$ cat config.mk
export PLATFORM = sky130hd
export DESIGN_NAME = dct_row_mac
export DESIGN_NICKNAME = d
export VERILOG_FILES = /design/src/rtl/dct_pkg.sv /design/src/rtl/dct_cos_rom.sv /design/src/rtl/dct_row_mac.sv
export SDC_FILE = /design/constraint.sdc
export NUM_CORES = 1
export LEC_CHECK = 0
export CORE_MARGIN = 2
export CORE_UTILIZATION = 60
export DETAILED_ROUTE_END_ITERATION = 8
export PLACE_DENSITY_LB_ADDON = 0.1
export SLEW_MARGIN = 25
export SYNTH_ARGS = -nofsm -noshare
export SYNTH_HDL_FRONTEND = slang
export SYNTH_SLANG_ARGS = --single-unit
$ cat constraint.sdc
create_clock -name clk -period 8.37 [get_ports clk]
set_input_delay 0.837 -clock clk [delete_from_list [all_inputs] [get_ports clk]]
set_output_delay 0.837 -clock clk [all_outputs]
set_load 0.02 [all_outputs]
$ cat src/rtl/dct_pkg.sv
// Shared definitions for the 8-point DCT row stage.
// Holds the operand/accumulator widths, the row length, the state encoding
// of the row sequencer, the 64-entry cosine weight table and the
// round-and-saturate helper that turns an accumulated sum into a coefficient.
package dct_pkg;

  localparam int DW      = 16;          // sample / coefficient / operand width
  localparam int FRAC    = 14;          // fractional bits of the cosine table
  localparam int AW      = 2 * DW + 3;  // accumulator: product width + 3 guard bits
  localparam int ROW_LEN = 8;

  typedef enum logic [1:0] {
    LOAD  = 2'd0,
    ISSUE = 2'd1,
    WAIT  = 2'd2,
    OUT   = 2'd3
  } state_t;

  // ROM[k][n] = round(2^14 * 0.5 * c(k) * cos((2n+1)k*pi/16)), flattened as {k, n}.
  localparam logic signed [DW-1:0] COS_TAB [64] = '{
    16'sd5793,  16'sd5793,  16'sd5793,  16'sd5793,  16'sd5793,  16'sd5793,  16'sd5793,  16'sd5793,
    16'sd8035,  16'sd6811,  16'sd4551,  16'sd1598, -16'sd1598, -16'sd4551, -16'sd6811, -16'sd8035,
    16'sd7568,  16'sd3135, -16'sd3135, -16'sd7568, -16'sd7568, -16'sd3135,  16'sd3135,  16'sd7568,
    16'sd6811, -16'sd1598, -16'sd8035, -16'sd4551,  16'sd4551,  16'sd8035,  16'sd1598, -16'sd6811,
    16'sd5793, -16'sd5793, -16'sd5793,  16'sd5793,  16'sd5793, -16'sd5793, -16'sd5793,  16'sd5793,
    16'sd4551, -16'sd8035,  16'sd1598,  16'sd6811, -16'sd6811, -16'sd1598,  16'sd8035, -16'sd4551,
    16'sd3135, -16'sd7568,  16'sd7568, -16'sd3135, -16'sd3135,  16'sd7568, -16'sd7568,  16'sd3135,
    16'sd1598, -16'sd4551,  16'sd6811, -16'sd8035,  16'sd8035, -16'sd6811,  16'sd4551, -16'sd1598
  };

  localparam logic signed [AW-1:0] ROUND_HALF = AW'(2 ** (FRAC - 1));
  localparam logic signed [AW-1:0] COEF_MAX   = AW'(2 ** (DW - 1) - 1);
  localparam logic signed [AW-1:0] COEF_MIN   = -(AW'(2 ** (DW - 1)));

  // Round half up (add half an LSB, then floor via arithmetic shift) and
  // clamp into the signed DW-bit range.
  function automatic logic signed [DW-1:0] round_sat(input logic signed [AW-1:0] acc);
    logic signed [AW-1:0] r;
    r = (acc + ROUND_HALF) >>> FRAC;
    if (r > COEF_MAX) begin
      round_sat = COEF_MAX[DW-1:0];
    end else if (r < COEF_MIN) begin
      round_sat = COEF_MIN[DW-1:0];
    end else begin
      round_sat = r[DW-1:0];
    end
  endfunction

endpackage

$ cat src/rtl/dct_cos_rom.sv
// Combinational cosine weight lookup for the DCT row stage.
// Ports:
//   k      - coefficient index (row of the table)
//   n      - sample index (column of the table)
//   weight - signed Q1.14 weight C[k][n]
module dct_cos_rom
  import dct_pkg::*;
(
  input  logic [2:0]           k,
  input  logic [2:0]           n,
  output logic signed [DW-1:0] weight
);

  assign weight = COS_TAB[{k, n}];

endmodule

$ cat src/rtl/dct_row_mac.sv
// Row sequencer and accumulator feeding an external multiplier for the
// 8-point 1D DCT row stage. A row of 8 samples is loaded, then for each
// k = 0..7 the 8 products x[n]*C[k][n] are requested one at a time,
// accumulated, rounded, saturated and presented downstream.
// Ports:
//   clk, clr_n          - clock, asynchronous active-low reset
//   in_valid/in_ready   - sample input handshake, in_sample in row order
//   mul_start           - one-cycle launch pulse to the multiplier
//   mul_a, mul_b        - operands x[n] and C[k][n], held until mul_done
//   mul_done, mul_prod  - multiplier completion and signed product
//   out_valid/out_ready - coefficient output handshake
//   out_coef, out_idx   - coefficient y[k] and its index k
//   state               - current sequencer state, for observation
//
// Handshakes: a transfer happens on a rising edge where valid and ready are
// both high; the producer holds its data stable while valid && !ready, and
// valid never drops without a transfer (except by reset).
module dct_row_mac
  import dct_pkg::*;
(
  input  logic                   clk,
  input  logic                   clr_n,
  input  logic                   in_valid,
  output logic                   in_ready,
  input  logic signed [DW-1:0]   in_sample,
  output logic                   mul_start,
  output logic signed [DW-1:0]   mul_a,
  output logic signed [DW-1:0]   mul_b,
  input  logic                   mul_done,
  input  logic signed [2*DW-1:0] mul_prod,
  output logic                   out_valid,
  input  logic                   out_ready,
  output logic signed [DW-1:0]   out_coef,
  output logic [2:0]             out_idx,
  output state_t                 state
);

  logic signed [DW-1:0] sample_buf [ROW_LEN];
  logic [2:0]           n_q;
  logic [2:0]           k_q;
  logic signed [AW-1:0] acc_q;
  logic signed [AW-1:0] acc_sum;
  logic signed [DW-1:0] rom_weight;
  logic                 load_fire;
  logic                 done_fire;

  dct_cos_rom u_rom (
    .k      (k_q),
    .n      (n_q),
    .weight (rom_weight)
  );

  assign load_fire = (state == LOAD) && in_valid && in_ready;
  // mul_start is high only in the first WAIT cycle; a done seen in that
  // cycle belongs to nothing we launched and is ignored.
  assign done_fire = (state == WAIT) && mul_done && !mul_start;
  assign acc_sum   = acc_q + AW'(mul_prod);

  // Sample storage carries no reset: it is always fully rewritten in LOAD
  // before it is read.
  always_ff @(posedge clk) begin
    if (load_fire) begin
      sample_buf[n_q] <= in_sample;
    end
  end

  always_ff @(posedge clk or negedge clr_n) begin
    if (!clr_n) begin
      state     <= LOAD;
      in_ready  <= 1'b0;
      mul_start <= 1'b0;
      mul_a     <= '0;
      mul_b     <= '0;
      out_valid <= 1'b0;
      out_coef  <= '0;
      out_idx   <= '0;
      acc_q     <= '0;
      n_q       <= '0;
      k_q       <= '0;
    end else begin
      mul_start <= 1'b0;
      case (state)
        LOAD: begin
          in_ready <= 1'b1;
          if (load_fire) begin
            if (n_q == 3'd7) begin
              n_q      <= '0;
              k_q      <= '0;
              acc_q    <= '0;
              in_ready <= 1'b0;
              state    <= ISSUE;
            end else begin
              n_q <= n_q + 3'd1;
            end
          end
        end
        ISSUE: begin
          mul_a     <= sample_buf[n_q];
          mul_b     <= rom_weight;
          mul_start <= 1'b1;
          state     <= WAIT;
        end
        WAIT: begin
          if (done_fire) begin
            acc_q <= acc_sum;
            if (n_q != 3'd7) begin
              n_q   <= n_q + 3'd1;
              state <= ISSUE;
            end else begin
              // Final term: register the finished coefficient directly from
              // the updated sum so it appears together with out_valid.
              out_coef  <= round_sat(acc_sum);
              out_idx   <= k_q;
              out_valid <= 1'b1;
              state     <= OUT;
            end
          end
        end
        OUT: begin
          if (out_ready) begin
            out_valid <= 1'b0;
            n_q       <= '0;
            if (k_q != 3'd7) begin
              k_q   <= k_q + 3'd1;
              acc_q <= '0;
              state <= ISSUE;
            end else begin
              in_ready <= 1'b1;
              state    <= LOAD;
            end
          end
        end
        default: state <= LOAD;
      endcase
    end
  end

endmodule

---- Word level (Yosys, flattened, before mapping) ----
Memories as Yosys holds them, arrays and structs flattened. A register that Yosys moved wholly into a read port is not among the register bits.
Index checks and enable logic that the tools add are counted.
storage, ports and cells
  bits in registers ....................... 65
  RAM bits ................................ 128
  ROM bits ................................ 1024
  bits of input ports ..................... 53
  output and inout bits ................... 56
  word-level logic and storage cells ...... 89
  memories kept ........................... 2
operators by class
  $add $sub $neg .......................... 4
  $lt $le $gt $ge ......................... 2
  eq/ne operators ......................... 14
  mux-type cells .......................... 38
  bitwise gates (word level) .............. 2
  reductions and logical operators ........ 18
memory list
  name              words  width  read ports  clocked after Yosys merged registers in  write ports  line               source
  (name not given)  64     16     1           1                                        0            dct_cos_rom.sv:14  assign weight = COS_TAB[{k, n}];
  sample_buf        8      16     1           1                                        1            dct_row_mac.sv:38  logic signed [DW-1:0] sample_buf [ROW_LEN];
operators by type and width
  cell                      count
  $mux W35                  5
  $pmux W35 S3              1
  $add A35 B15 Y35 const B  1
  $add A35 B32 Y35          1
  $mux W16                  2
  $mux W3                   9
  $gt A21 B16 Y1 const B    1
  $lt A21 B16 Y1 const B    1
  $ne A2 B2 Y1 const B      6
  $mux W1                   11
  $mux W2                   5
  $reduce_and A5 Y1         2
  $pmux W3 S3               1
  $pmux W2 S4               1
  $reduce_and A4 Y1         2
  $not A6 Y7                1
  $add A3 B1 Y3 const B     2
  $ne A3 B3 Y1 const B      2
  $pmux W3 S2               1
  $reduce_and A3 Y1         2
  $reduce_and A6 Y1         1
  $eq A2 B2 Y1 const B      2
  $logic_and A1 B1 Y1       4
  $ne A2 B1 Y1 const B      2
  8 further kinds           12

---- Logic depth before layout (Yosys ltp) ----
  word-level depth ........................ 5
  mapped depth ............................ 16
  mapped depth without buffers ............ 15

---- Hierarchy ----
A second synthesis with hierarchy kept.
second synthesis, totals
  cell total of the unflattened synthesis .. 1089
  area total of the unflattened synthesis .. 12660.9 µm²
by module, submodules not included
  module       times used  cells each  area each (µm²)  seq. area each (µm²)
  dct_row_mac  1           903         11359.6          6271.0
  dct_cos_rom  1           186         1301.2           0.0

---- Least setup slack after synthesis ----
No wires, ideal clock.
  path type ............................... input to register
  from .................................... in mul_prod[0]
  to ...................................... reg out_coef[5]
  library setup time ...................... 0.066 ns
  arrival time ............................ 4.471 ns
  required time ........................... 8.304 ns
  setup slack ............................. 3.833 ns
  stages .................................. 15
  buffers on the path ..................... 1
  cells stage by stage .................... ha_1 fa_1 a211oi_2 o21ai_2 a21oi_4 mux2i_1 nor2_1 ha_1 nand4_1 or4_4 nor3_4 mux2_4 a311oi_4 buf_6 a221o_1
between the ends
  longest elaborated chain between the ends .. 5
ends and longest elaborated chain
  element               line                source
  start, declared       dct_row_mac.sv:30   input logic signed [2*DW-1:0] mul_prod,
  $add A35 B32 Y35 (*)  dct_row_mac.sv:57   assign acc_sum = acc_q + AW'(mul_prod);
  $add A35 B15 Y35 (*)  dct_pkg.sv:39       r = (acc + ROUND_HALF) >>> FRAC;
  $lt A21 B16 Y1        dct_pkg.sv:42       end else if (r < COEF_MIN) begin
  $mux W16              dct_pkg.sv:42
  $mux W16 (*)          dct_pkg.sv:40       if (r > COEF_MAX) begin
  end signal, assigned  dct_row_mac.sv:112  out_coef <= round_sat(acc_sum);
  end, declared         dct_row_mac.sv:33   output logic signed [DW-1:0] out_coef,
Mark *: on every way between the ends. The rest lies on a longest branch, timed or not.
A chain may end at the register's enable or synchronous reset.

---- Worst setup path after layout ----
  from .................................... in mul_prod[0]
  to ...................................... reg out_coef[0]
The elaborated chain is that of the path after synthesis.

==> impl_metrics.ini <==
[run_status]
status = completed

[worst_setup_path]
critical_path.max_fanout = 15
worstSetupStartpointType = primary input
required_ps = 8830
worst_setup_path_end_kind = flip-flop
path_class = primary input to flip-flop
arrival_ps = 5460

[logic_synthesis]
synthesis.nets = 1182
synth_cell_type_count = 82
synthCells = 1078
ys_ff_latch = 223
synth_edf_count = 128
synthTopCellsByArea = edfxtp_1, dfrtp_1, mux4_2
yosysTopAreaCellShare_pct = 31.3
synth-simple-area-share_pct = 11.7
synthArstFlopShare_pct = 42.6
synth_compound_area_share_pct = 17.5
netlist_area_sq_um = 12300
synth.area.mux_share_pct = 8.17
synthAdderAreaFrac_pct = 5.26
synth-seq-area-share_pct = 50.7
syn_avg_cell_area_sq_um = 11.4
synth_top_family_by_area = compound AO/OA/AOI/OAI gates
synth.largest_area_cell = edfxtp_1
synth_xor_area_share_pct = 3.60
synth_ff_type = edfxtp_1
yosysWarnings = 0

[timing]
fin_skew_ps = 15.9
slew_violations = 0
hold_viol = 0
finalCritPeriodShare_pct = 59.8
min_period_ps = 5000
setup_viol = 0
relSlewSlack_pct = 29.5
setup_tns_ps = 0
max_freq_mhz = 200
worstMarginPinSlew_ps = 1060
rsz0062_at_grt = no
hold-worst-slack_ps = 250

[routing]
drtIter0Drc = 925
drtAntennaViolNets = 0
remaining_drc_errors = 0
routed_wl_um = 29700
vias = 9143
first_pass_iters = 5
viasPerCell = 6.35
routedWlPerCell_um = 20.6

[floorplan]
core.rowCount = 52
coreArea_sq_um = 20200
io_pins = 109
dieArea_sq_um = 21600
die_h_um = 147
initial_core_util_pct = 60.8
fp.dieW_um = 147

[layout]
drive_gt1_share_pct = 10.1
layout.nets = 1256
final_cell_mix = edfxtp_1, nand2_1, clkdlybuf4s50_1, dfrtp_1, o21ai_0
antenna_cells = 0
fillCellCount = 1465
area_growth_pct = 15.9
final_common_cell = edfxtp_1

[clock_network]
ctsLongestPathBuffers = 3
cts_tree = built
numCtsBuffers = 24
ctsHoldBuffers = 0
cts.sinks = 223
cts_root_buf = clkbuf_16
h-tree-depth = 1
clk_pin_slew_ps = 70
clk_latency_ps = 530
post-cts-setup-buffer-count = 0
cts.repair.resized = 0

[place]
dp_hpwl_um = 19800
port_buffers = 108
globalplace.congestion = 0.940

[global_routing]
grt_max_degree = 64
grt_first_pass_wirelength_um = 46800
grt_pass1_vias = 8534
antenna_found_initial = 0
grt_use_total_pct = 27.5
globalRouteOverflowTotal = 0

[hold_path]
holdCritPathClass = primary input to asynchronous set/reset pin

[power]
power_uw = 4840
ir_drop_v = 0.000227
leakagePower_uw = 0.00550
p_per_area_nw_per_um2 = 340

[flow_run]
maxCapViolCount = 0
## final timing paths
path	from	to	slack [ps]	cells past startpoint
worst min-delay path	clr_n	acc_q[26]	250	1
max in group asynchronous	clr_n	n_q[0]	6870	2
worst max-delay path	mul_prod[0]	out_coef[0]	3370	15
worst min register to register	mul_b[1]	mul_b[1]	470	1
min in group clk	mul_b[1]	mul_b[1]	470	1
worst max register to register	acc_q[0]	out_coef[0]	3720	14
## state kept, by name (all words and copies together), names as in the netlist
name	cells
acc_q	35
in_ready	1
k_q	3
mul_a	16
mul_b	14
mul_start	1
n_q	3
out_coef	16
out_idx	3
out_valid	1
sample_buf	128
state	2
## where the power goes
part           internal [uW]  total (uW)  switching (uW)
clock                    587        1010             428
sequential              1360        1500             142
combinational            924        2320            1390
total                   2870        4840            1960
## final cells by class
class | instances | area, sq um | area share [%]
timing repair buffer | 117 | 1150 | 8.06
multi-input combinational | 767 | 5670 | 39.9
sequential | 223 | 6220 | 43.8
inverter | 19 | 71.3 | 0.502
tap | 270 | 338 | 2.38
clock inverter | 8 | 100 | 0.704
clock buffer | 36 | 666 | 4.68
## cells by family (layout without fill, tap and decap cells)
group	count (synthesis)	in the layout
simple gates	299	299
compound gates	312	312
xor+xnor	47	47
flops	223	223
mux	58	58
fa+ha+maj	51	51
buf+inv	88	180
## cell usage after synthesis, drive strengths merged (6+ instances only)
cell and count:
nand4 20, o21bai 6, nand2 123, and2 9, a211oi 14, mux2i 21
or3 7, a221oi 6, a31oi 7, o31ai 8, a21oi 66, buf 23
nand3 25, xor2 19, dfrtp 95, o211ai 23, o21ai 96, inv 18
o2111ai 7, clkbuf 45, ha 50, a22o 17, xnor2 28, a221o 15
nor4 6, or2 8, nor3 11, nor2 59, edfxtp 128, mux4 33
and3 14, a21o 12
## routing by layer
layer  track usage (%)  wire length, um
met1              42.2            13300
met2              41.1            13200
met3              4.75             2400
met4              7.79              838
met5                 0                0
## critical path, cell delays in order
cell and delay, ps:
clkdlybuf4s50_1 410, ha_1 230, fa_1 450, a211oi_2 340
o211ai_1 210, a211oi_1 510, o21ai_0 170, xor2_1 320
o2111a_1 280, nand3_1 170, nor3_1 300, nand3_1 160
xor2_2 230, a311oi_4 630, a221o_1 210
## metrics by stage
step / cell area (sq um) / cells / utilization, % / worst slack, ps
4_1_cts: 14200 / 1440 / 70.5 / 3450
3_5_place_dp: 13400 / 1396 / 66.7 / 2910
5_1_grt: 14200 / 1440 / 70.5 / 3030
6_report: 14200 / 1440 / 70.5 / 3370
3_3_place_gp: 13400 / 1396 / 66.6 / 3010
2_1_floorplan: 12300 / 1078 / - / 3830
(Power assumes the default switching activity.)
